===== src/rtl/signal_conditioner.sv =====
// signal_conditioner: pad synchroniser, glitch filter and edge pulser feeding the frequency counter.
// Latency: signal_in -> signal_out in 2 + filt_len + 1 clk edges, edge_pulse registered on that same edge.
// No backpressure; define SIGCOND_PRESCALE_EN to emit one pulse per prescale+1 qualified edges.
module signal_conditioner #(
   parameter int FILT_W   = 4,
   parameter int GLITCH_W = 8
) (
   input  logic                clk,
   input  logic                reset,
   input  logic                signal_in,
   input  logic [FILT_W-1:0]   filt_len,
   input  logic [1:0]          edge_sel,
   input  logic [3:0]          prescale,
   output logic                signal_out,
   output logic                edge_pulse,
   output logic [GLITCH_W-1:0] glitch_count
);

   localparam logic [FILT_W-1:0]   STAB_ONE   = 1;
   localparam logic [GLITCH_W-1:0] GLITCH_ONE = 1;

   logic              r_s0;
   logic              r_s1;
   logic [FILT_W-1:0] r_stab;
   logic              w_qual;

   // The accepted level is always r_s1, so qualification only needs r_s1.
   always_comb begin
      w_qual = 1'b0;
      case (edge_sel)
         2'b00:   w_qual = r_s1;
         2'b01:   w_qual = ~r_s1;
         2'b10:   w_qual = 1'b1;
         default: w_qual = 1'b0;
      endcase
   end

`ifdef SIGCOND_PRESCALE_EN
   logic [3:0] r_pre;
`else
   logic w_unused_prescale;
   assign w_unused_prescale = ^prescale;
`endif

   always_ff @(posedge clk) begin
      if (reset) begin
         r_s0         <= 1'b0;
         r_s1         <= 1'b0;
         r_stab       <= '0;
         signal_out   <= 1'b0;
         edge_pulse   <= 1'b0;
         glitch_count <= '0;
`ifdef SIGCOND_PRESCALE_EN
         r_pre        <= '0;
`endif
      end else begin
         r_s0       <= signal_in;
         r_s1       <= r_s0;
         edge_pulse <= 1'b0;
         if (r_s1 != signal_out) begin
            // Live filt_len compare: a lowered threshold accepts on the next disagreeing cycle.
            if (r_stab >= filt_len) begin
               signal_out <= r_s1;
               r_stab     <= '0;
               if (w_qual) begin
`ifdef SIGCOND_PRESCALE_EN
                  if (r_pre >= prescale) begin
                     edge_pulse <= 1'b1;
                     r_pre      <= '0;
                  end else begin
                     r_pre <= r_pre + 4'd1;
                  end
`else
                  edge_pulse <= 1'b1;
`endif
               end
            end else begin
               r_stab <= r_stab + STAB_ONE;
            end
         end else if (r_stab != '0) begin
            r_stab <= '0;
            if (glitch_count != '1) begin
               glitch_count <= glitch_count + GLITCH_ONE;
            end
         end
      end
   end

endmodule


===== config.mk =====
export PLATFORM = sky130hd
export DESIGN_NAME = signal_conditioner
export DESIGN_NICKNAME = d
export VERILOG_FILES = /design/src/rtl/signal_conditioner.sv
export SDC_FILE = /design/constraint.sdc
export NUM_CORES = 1
export LEC_CHECK = 0
export ABC_AREA = 1
export BUFFER_PORTS_ARGS = -buffer_cell sky130_fd_sc_hd__buf_2
export CELL_PAD_IN_SITES_DETAIL_PLACEMENT = 1
export CELL_PAD_IN_SITES_GLOBAL_PLACEMENT = 2
export CORE_MARGIN = 2
export CORE_UTILIZATION = 25
export CTS_CLUSTER_DIAMETER = 200
export DETAILED_ROUTE_END_ITERATION = 10
export PLACE_DENSITY = 0.75
export SETUP_SLACK_MARGIN = 0.1
export SYNTH_ARGS = -nofsm -noshare
export SYNTH_HDL_FRONTEND = slang
export SYNTH_SLANG_ARGS = --single-unit

===== constraint.sdc =====
create_clock -name clk -period 1.3 [get_ports clk]
set_input_delay 0.13 -clock clk [delete_from_list [all_inputs] [get_ports clk]]
set_output_delay 0.13 -clock clk [all_outputs]
set_load 0.005 [all_outputs]

; Word-level counts from Yosys, hierarchy flattened
; Index checks and enable logic that the tools add are counted.
[word_totals]
regBits = 16
inputBits = 13
output_inout_bits = 10
[op_classes]
reduce_logical = 6
n_eq_ne = 4
bitwise = 3
magnitude_cmp = 1
n_mux = 5
add_sub_neg = 2
[ops]
columns = op, count
row1 = $mux 4, 3
row2 = $add 8x1->8 const B, 1
row3 = $ne 8x8->1 const B, 1
row4 = $add 4x1->4 const B, 1
row5 = $ge 4x4->1, 1
row6 = $reduce_bool 4->1, 1
row7 = $not 1->1, 3
row8 = $pmux 1 s3, 1
row9 = $reduce_and 3->1, 1
row10 = $reduce_or 3->1, 1
row11 = $eq 2x1->1 const B, 1
row12 = $eq 2x2->1 const B, 1
row13 = $logic_not 2->1, 1
row14 = $reduce_and 2->1, 1
row15 = $reduce_bool 2->1, 1
row16 = $mux 1, 1
row17 = $ne 1x1->1, 1

; Depth between registers and ports, before layout
; Gate-level depths: netlist of the first run.
[logic_depth]
depth_word = 3
ltp_mapped = 11
ltp_nobuf = 11

; Worst setup path before layout of the first run
; OpenSTA, ideal clock, no wires.
[synth_timing]
path_kind = flip-flop to flip-flop
from = register glitch_count[1]
to = register glitch_count[5]
period_less_slack_ns = 1.272
path_slack_ns = 0.028
path_buffers = 0
required_time_ns = 1.229
stages_incl_launch_ff = 8
t_arrival_ns = 1.202
path_cell_list = dfxtp_1 -> ha_1 -> inv_1 -> nor2_4 -> nand3_4 -> nand2_4 -> nand2_1 -> a21oi_1
[synth_between]
elab_chain_len = 2
elab_cells_between_ends = 3
[synth_lines]
columns = element, line_no
row1 = from (decl), 16  ; output logic [GLITCH_W-1:0] glitch_count
row2 = from (signal assigned), 83  ; glitch_count <= glitch_count + GLITCH_ONE;
row3 = "parallel branches: the longest is 2 deep, another holds $add 8x1->8", n/a
; Parallel ways; which one is timed is not known.
; A chain may end at the register's enable or synchronous reset.

; Final worst setup path of the first run
[layout_timing]
from = register r_stab[0]
to = register signal_out
[layout_between]
elab_chain_len = 2
[layout_lines]
columns = element, line_no
row1 = from (decl), 24  ; logic [FILT_W-1:0] r_stab;
row2 = from (signal assigned), 78  ; r_stab <= r_stab + STAB_ONE;
row3 = $ge 4x4->1, 62  ; if (r_stab >= filt_len) begin
row4 = $reduce_and 2->1 (no line), n/a
row5 = to (signal assigned), 63  ; signal_out <= r_s1;
row6 = to (decl), 14  ; output logic signal_out,
; Every way passes these cells.

==> reports/results.tsv, run 1 <==
metric	value	unit
fillers	498	
ys_ff_latch	16	
netlist-cell-type-count	22	
hold_end	r_s0	
cts_hold_buf	0	
grt_max_degree	13	
cts_buffers	3	
track_usage	14.5	%
synth-seq-area-share	31.9	%
min_from	signal_in	
io_buffers	18	
vdd_drop_max	0.275	mV
cp_num_buf_inv	2	
viasPerCell	4.48	
setup_tns	0	ns
gr-total-overflow	0	
hpwl	2160	µm
yosysTopAreaCell	dfxtp_1	
regToRegStartpoint	r_stab[0]	
hp-class	in -> reg	
rsz0062_at_grt	yes	
syn_area_per_cell	6.65	µm²
drt_iter0_drc	21	
route.met3.wl	87	µm
wl_per_cell	12.1	µm
routed-via-count	1043	
syn_to_final_growth	38.9	%
worst_pin_slew	0.260	ns
io_pins	23	
grt_pass1_wl	4960	µm
first_global_vias	1107	
cts_buffer_depth	2	
slew_viol_final	0	
slowest_stage	dfxtp_2	
drive_gt1_share	35.5	%
start_util	25.5	%
core_area	0.00394	mm²
clkSlewWorstSetupHoldPaths	0.07	ns
synth_nets	171	
drc	0	
synth_edf_count	0	
crit_top_cell	nand2_1	
crit_type	reg -> reg	
powerDensity	840	mW/mm²
outcome	finished, final reports clean	
end_kind	flip-flop	
synthTopCellsByArea	dfxtp_1, nand2_1, ha_1	
syn_area	0.00100	mm²
r2r_end	signal_out	
postRouteAntennaNets	0	
cp_top_family	simple AND/OR/NAND/NOR gates	
max_slew_margin	82.7	%
leakagePower	0.631	nW
ys.flop_type	dfxtp_1	
routed_wirelength	2820	µm
met1Wirelength	1290	µm
die_h	67.4	µm
yosysWarnings	0	
die_area	0.00454	mm²
timing.final.crit_period	1.27	ns
cp_slowest_stage_delay	0.36	ns
antenna_cells	0	
whs	0.0735	ns
drt_pass1_iterations	3	
period_share	98.0	%
routed.top_layer	met4	
path_max_fanout	5	
antenna_found_initial	0	
ff2ff_path_depth	11	
root_buffer	clkbuf_8	
fin_skew	0.00327	ns
crit_arrival	1.43	ns
fp.dieW	67.4	µm
setup_ws	0.0262	ns
cts_sinks	16	
nets	205	
clkLatencyLatePin	0.26	ns
clock.fmax	0.785	GHz
crit_chain	inv_4 > ha_4 > inv_2 > nand2_1 > nand2_1 > nand2_1 > nand2_2 > nand2_4 > nand2_2 > nand2_1 > nor2_1	
preCtsSetupSlack	-0.0457	ns
async_reset_ff_share	0	%
htreeDepth	1	
start_kind	flip-flop	
cts_tree	done	
dr_wl_met2	1370	µm
crit_start	r_stab[0]	
reg2reg_setup_slack	0.03	ns
syn_inst	151	
std_cell_rows	23	
final_hold_viol_count	0	
cp_data_required_time	1.45	ns
hold_path_depth	3	
gp_congestion	0.794	
maxCapViolCount	0	
synth_top_area_share	31.9	%
finalSetupViolCount	0	
-- logic make-up after synthesis --
logic type | after synthesis | synth area share (%)
AOI/OAI and AO/OA | 13 | 6.48
xor gates and xnor gates | 4 | 3.49
adders and majority gates | 7 | 8.73
buffers and inverters | 27 | 10.8
DFF | 16 | 31.9
and+or+nand+nor | 84 | 38.5
-- per-layer routing --
metal,track usage (%),vias to the layer above
met2,26.0,19
met4,6.63,0
met1,16.7,487
li1,-,529
met5,0,-
met3,2.67,8
-- worst max path at each step --
stage	to	slack, ns	cells after the start
2_1_floorplan	glitch_count[1]	0.10	8
3_3_place_gp	glitch_count[0]	0.01	8
3_5_place_dp	signal_out	-0.05	11
4_1_cts	signal_out	0.02	11
5_1_grt	signal_out	-0.07	11
6_report	signal_out	0.03	11
-- Yosys cell counts, types with 2 or more instances --
cell / count
nand2_1: 47
xor2_1: 2
nand3b_1: 2
xnor2_1: 2
o21ai_0: 3
nand2_2: 2
nor2_4: 2
nand4_1: 2
inv_1: 23
a21oi_1: 10
ha_1: 7
nor3_1: 2
nand3_1: 10
nor2_1: 14
dfxtp_1: 16
-- state kept, by name (all words and copies together) (netlist names) --
| name | count |
|---|---|
| signal_out | 1 |
| r_s0 | 1 |
| edge_pulse | 1 |
| r_stab | 4 |
| glitch_count | 8 |
| r_s1 | 1 |
-- tightest hold or removal path: cells and delay by family --
kind,cells,cell delay [ns]
buf+inv,2,0.10
simple gates,1,0.06
-- cells in the final DEF, fill, tap and decap left out, types with 4 or more instances in the layout --
cell | synthesis | routed
nor2_4 | 2 | 4
dfxtp_1 | 16 | 9
nand3_1 | 10 | 10
nand2_1 | 47 | 42
buf_4 | 0 | 13
nand2_2 | 2 | 6
buf_2 | 0 | 18
nor2_1 | 14 | 13
a21oi_1 | 10 | 8
dfxtp_2 | 0 | 7
inv_1 | 23 | 21
-- where the power goes --
group | leakage, nW | internal [mW] | switching [mW]
registers | 0.133 | 0.509 | 0.0168
clock network | 0.0216 | 0.206 | 0.194
logic | 0.476 | 0.107 | 0.137
total | 0.631 | 0.823 | 0.348
-- metrics by stage --
step	instances	total power [mW]	instance area (µm²)	utilization [%]
floorplan	151	0.649	1020	-
global placement	228	0.720	1240	31.4
detailed placement	228	0.732	1240	31.4
CTS	232	1.18	1370	34.8
global route	233	1.24	1390	35.4
finish	233	1.17	1390	35.4
-- what timing repair did --
action | CTS | global route
endpoints found under the hold margin | 0 | 0
pin swaps | 6 | 2
setup buffers | 1 | 1
gates resized for setup | 18 | 5
endpoints found under the setup margin | 14 | 14
gates cloned | 0 | 0
-- final cells by class --
cell class / instances / area [µm²] / share of cell area (%)
clock buffer: 3 / 41.3 / 2.96
inverter: 25 / 96.3 / 6.91
multi-input combinational: 108 / 677 / 48.6
sequential: 16 / 329 / 23.6
tap: 50 / 62.6 / 4.49
timing repair buffer: 31 / 188 / 13.5
No activity file was read; power rests on OpenSTA's default activity.
==> run 2: changes to the inputs <==
CORE_UTILIZATION = 28   (was 25)
PLACE_DENSITY = 0.8   (was 0.75)
RECOVER_POWER = 50   (was unset)
clock period = 1.29 ns   (was 1.3 ns; I/O delays follow)
==> reports/results.tsv, run 2 (synthesis gave the netlist of run 1 again) <==
metric	value	unit	change
layout_commonest_cell	nand2_1		unchanged
grtUsageMet2	24.3	%	was 26.0%
preCtsSetupSlack	-0.0566	ns	was -0.0457 ns
dpl-instance-area	0.00124	mm²	unchanged
drt_iter0_drc	6		was 21
finalInstanceArea	0.00137	mm²	was 0.00139 mm²
hpwl	2090	µm	was 2160 µm
fp.dieW	63.9	µm	was 67.4 µm
grt_max_degree	13		unchanged
gp_congestion	0.746		was 0.794
cts_sinks	16		unchanged
io_buffers	18		unchanged
routed-via-count	1023		was 1043
grtUsageMet3	2.11	%	was 2.67%
drc	0		unchanged
final_cell_count_no_fill	231		was 233
track_usage	13.7	%	was 14.5%
mostFrequentLayoutCells	nand2_1, inv_1, buf_2, buf_4, nor2_1		was nand2_1, inv_1, buf_2, nor2_1, buf_4
grt.busiest_layer	met2		unchanged
fillers	443		was 498
whs	0.0497	ns	was 0.0735 ns
use_met1	17.5	%	was 16.7%
start_util	29.6	%	was 25.5%
rsz0062_at_grt	yes		unchanged
antenna_found_initial	0		unchanged
die_h	63.9	µm	was 67.4 µm
leakagePower	0.629	nW	was 0.631 nW
routed_wirelength	2670	µm	was 2820 µm
setup_tns	0	ns	unchanged
dp.cells	223		was 228
cts_buffers	3		unchanged
first_global_vias	960		was 1107
clkLatencyLatePin	0.28	ns	was 0.26 ns
start_kind	flip-flop		unchanged
path_max_fanout	5		unchanged
largest_reg_flops	8		unchanged
clock.fmax	0.777	GHz	was 0.785 GHz
crit_arrival	1.47	ns	was 1.43 ns
cts_tree	done		unchanged
postRouteAntennaNets	0		unchanged
timing.final.crit_period	1.29	ns	was 1.27 ns
period_share	99.8	%	was 98.0%
hp-class	in -> reg		unchanged
worst_pin_slew	0.281	ns	was 0.260 ns
slew_viol_final	0		unchanged
viasPerCell	4.43		was 4.48
setup_ws	0.00217	ns	was 0.0262 ns
clkSlewWorstSetupHoldPaths	0.10	ns	was 0.07 ns
top_regs	glitch_count: 8 flops, r_stab: 4 flops		unchanged
antenna_cells	0		unchanged
std_cell_rows	21		was 23
grt_pass1_wl	4420	µm	was 4960 µm
end_kind	flip-flop		unchanged
drt_pass1_iterations	4		was 3
maxCapViolCount	0		unchanged
wl_per_cell	11.5	µm	was 12.1 µm
vdd_drop_max	0.336	mV	was 0.275 mV
outcome	finished, final reports clean		unchanged
core_area	0.00339	mm²	was 0.00394 mm²
cp_data_required_time	1.47	ns	was 1.45 ns
finalSetupViolCount	0		unchanged
root_buffer	clkbuf_4		was clkbuf_8
fin_skew	0.00741	ns	was 0.00327 ns
max_slew_margin	81.3	%	was 82.7%
nets	207		was 205
finalPower	1.05	mW	was 1.17 mW
cts_buffer_depth	2		unchanged
final_util	40.4	%	was 35.4%
gr-total-overflow	0		unchanged
die_area	0.00408	mm²	was 0.00454 mm²
io_pins	23		unchanged
syn_to_final_growth	36.5	%	was 38.9%
crit_type	reg -> reg		unchanged
powerDensity	764	mW/mm²	was 840 mW/mm²
regMostFlops	glitch_count		unchanged
htreeDepth	1		unchanged
drive_gt1_share	38.4	%	was 35.5%
final_hold_viol_count	0		unchanged
[run 2: path summary, 6_finish.rpt]
kind	startpoint	end	slack, ns	depth (start not counted)
max	r_stab[0]	signal_out	0.002	10
min	signal_in	r_s0	0.05	3
max reg2reg	r_stab[0]	signal_out	0.002	10
min reg2reg	r_s0	r_s1	0.41	2
[run 2: metal layers]
metal | share of wire [%] | routed length [µm]
met4 | 0.37 | 10
met3 | 2.4 | 64
met1 | 47 | 1250
met5 | 0 | 0
met2 | 50 | 1340
[run 2: critical path: stages (launching register included)]
cell	delay, ns
dfxtp_2	0.37
inv_4	0.05
ha_4	0.23
inv_2	0.04
nand2_2	0.03
nand2_1	0.06
nand2_1	0.07
nand2_2	0.09
nand2_4	0.08
nor2_2	0.11
nor2_1	0.05
[run 2: report_power, final]
part / total, mW / internal, mW / leakage [nW] / switching (mW)
registers: 0.529 / 0.513 / 0.133 / 0.0163
clock network: 0.267 / 0.108 / 0.0138 / 0.159
logic: 0.250 / 0.116 / 0.482 / 0.134
total: 1.05 / 0.737 / 0.629 / 0.309
[run 2: repair_timing]
action                                  CTS  global route
pin swaps                                 4            10
gates cloned                              0             0
hold buffers                              0             0
buffers inserted                          2             3
endpoints found under the setup margin   14            14
gates resized for setup                   9            14
[run 2: area by class of cell]
class,instances,area [µm²],area share [%]
Multi-Input combinational cell,108,662,48.3
Sequential cell,16,329,24.0
Timing Repair Buffer,33,203,14.8
Inverter,25,96.3,7.03
Tap cell,46,57.6,4.20
Clock buffer,3,22.5,1.64
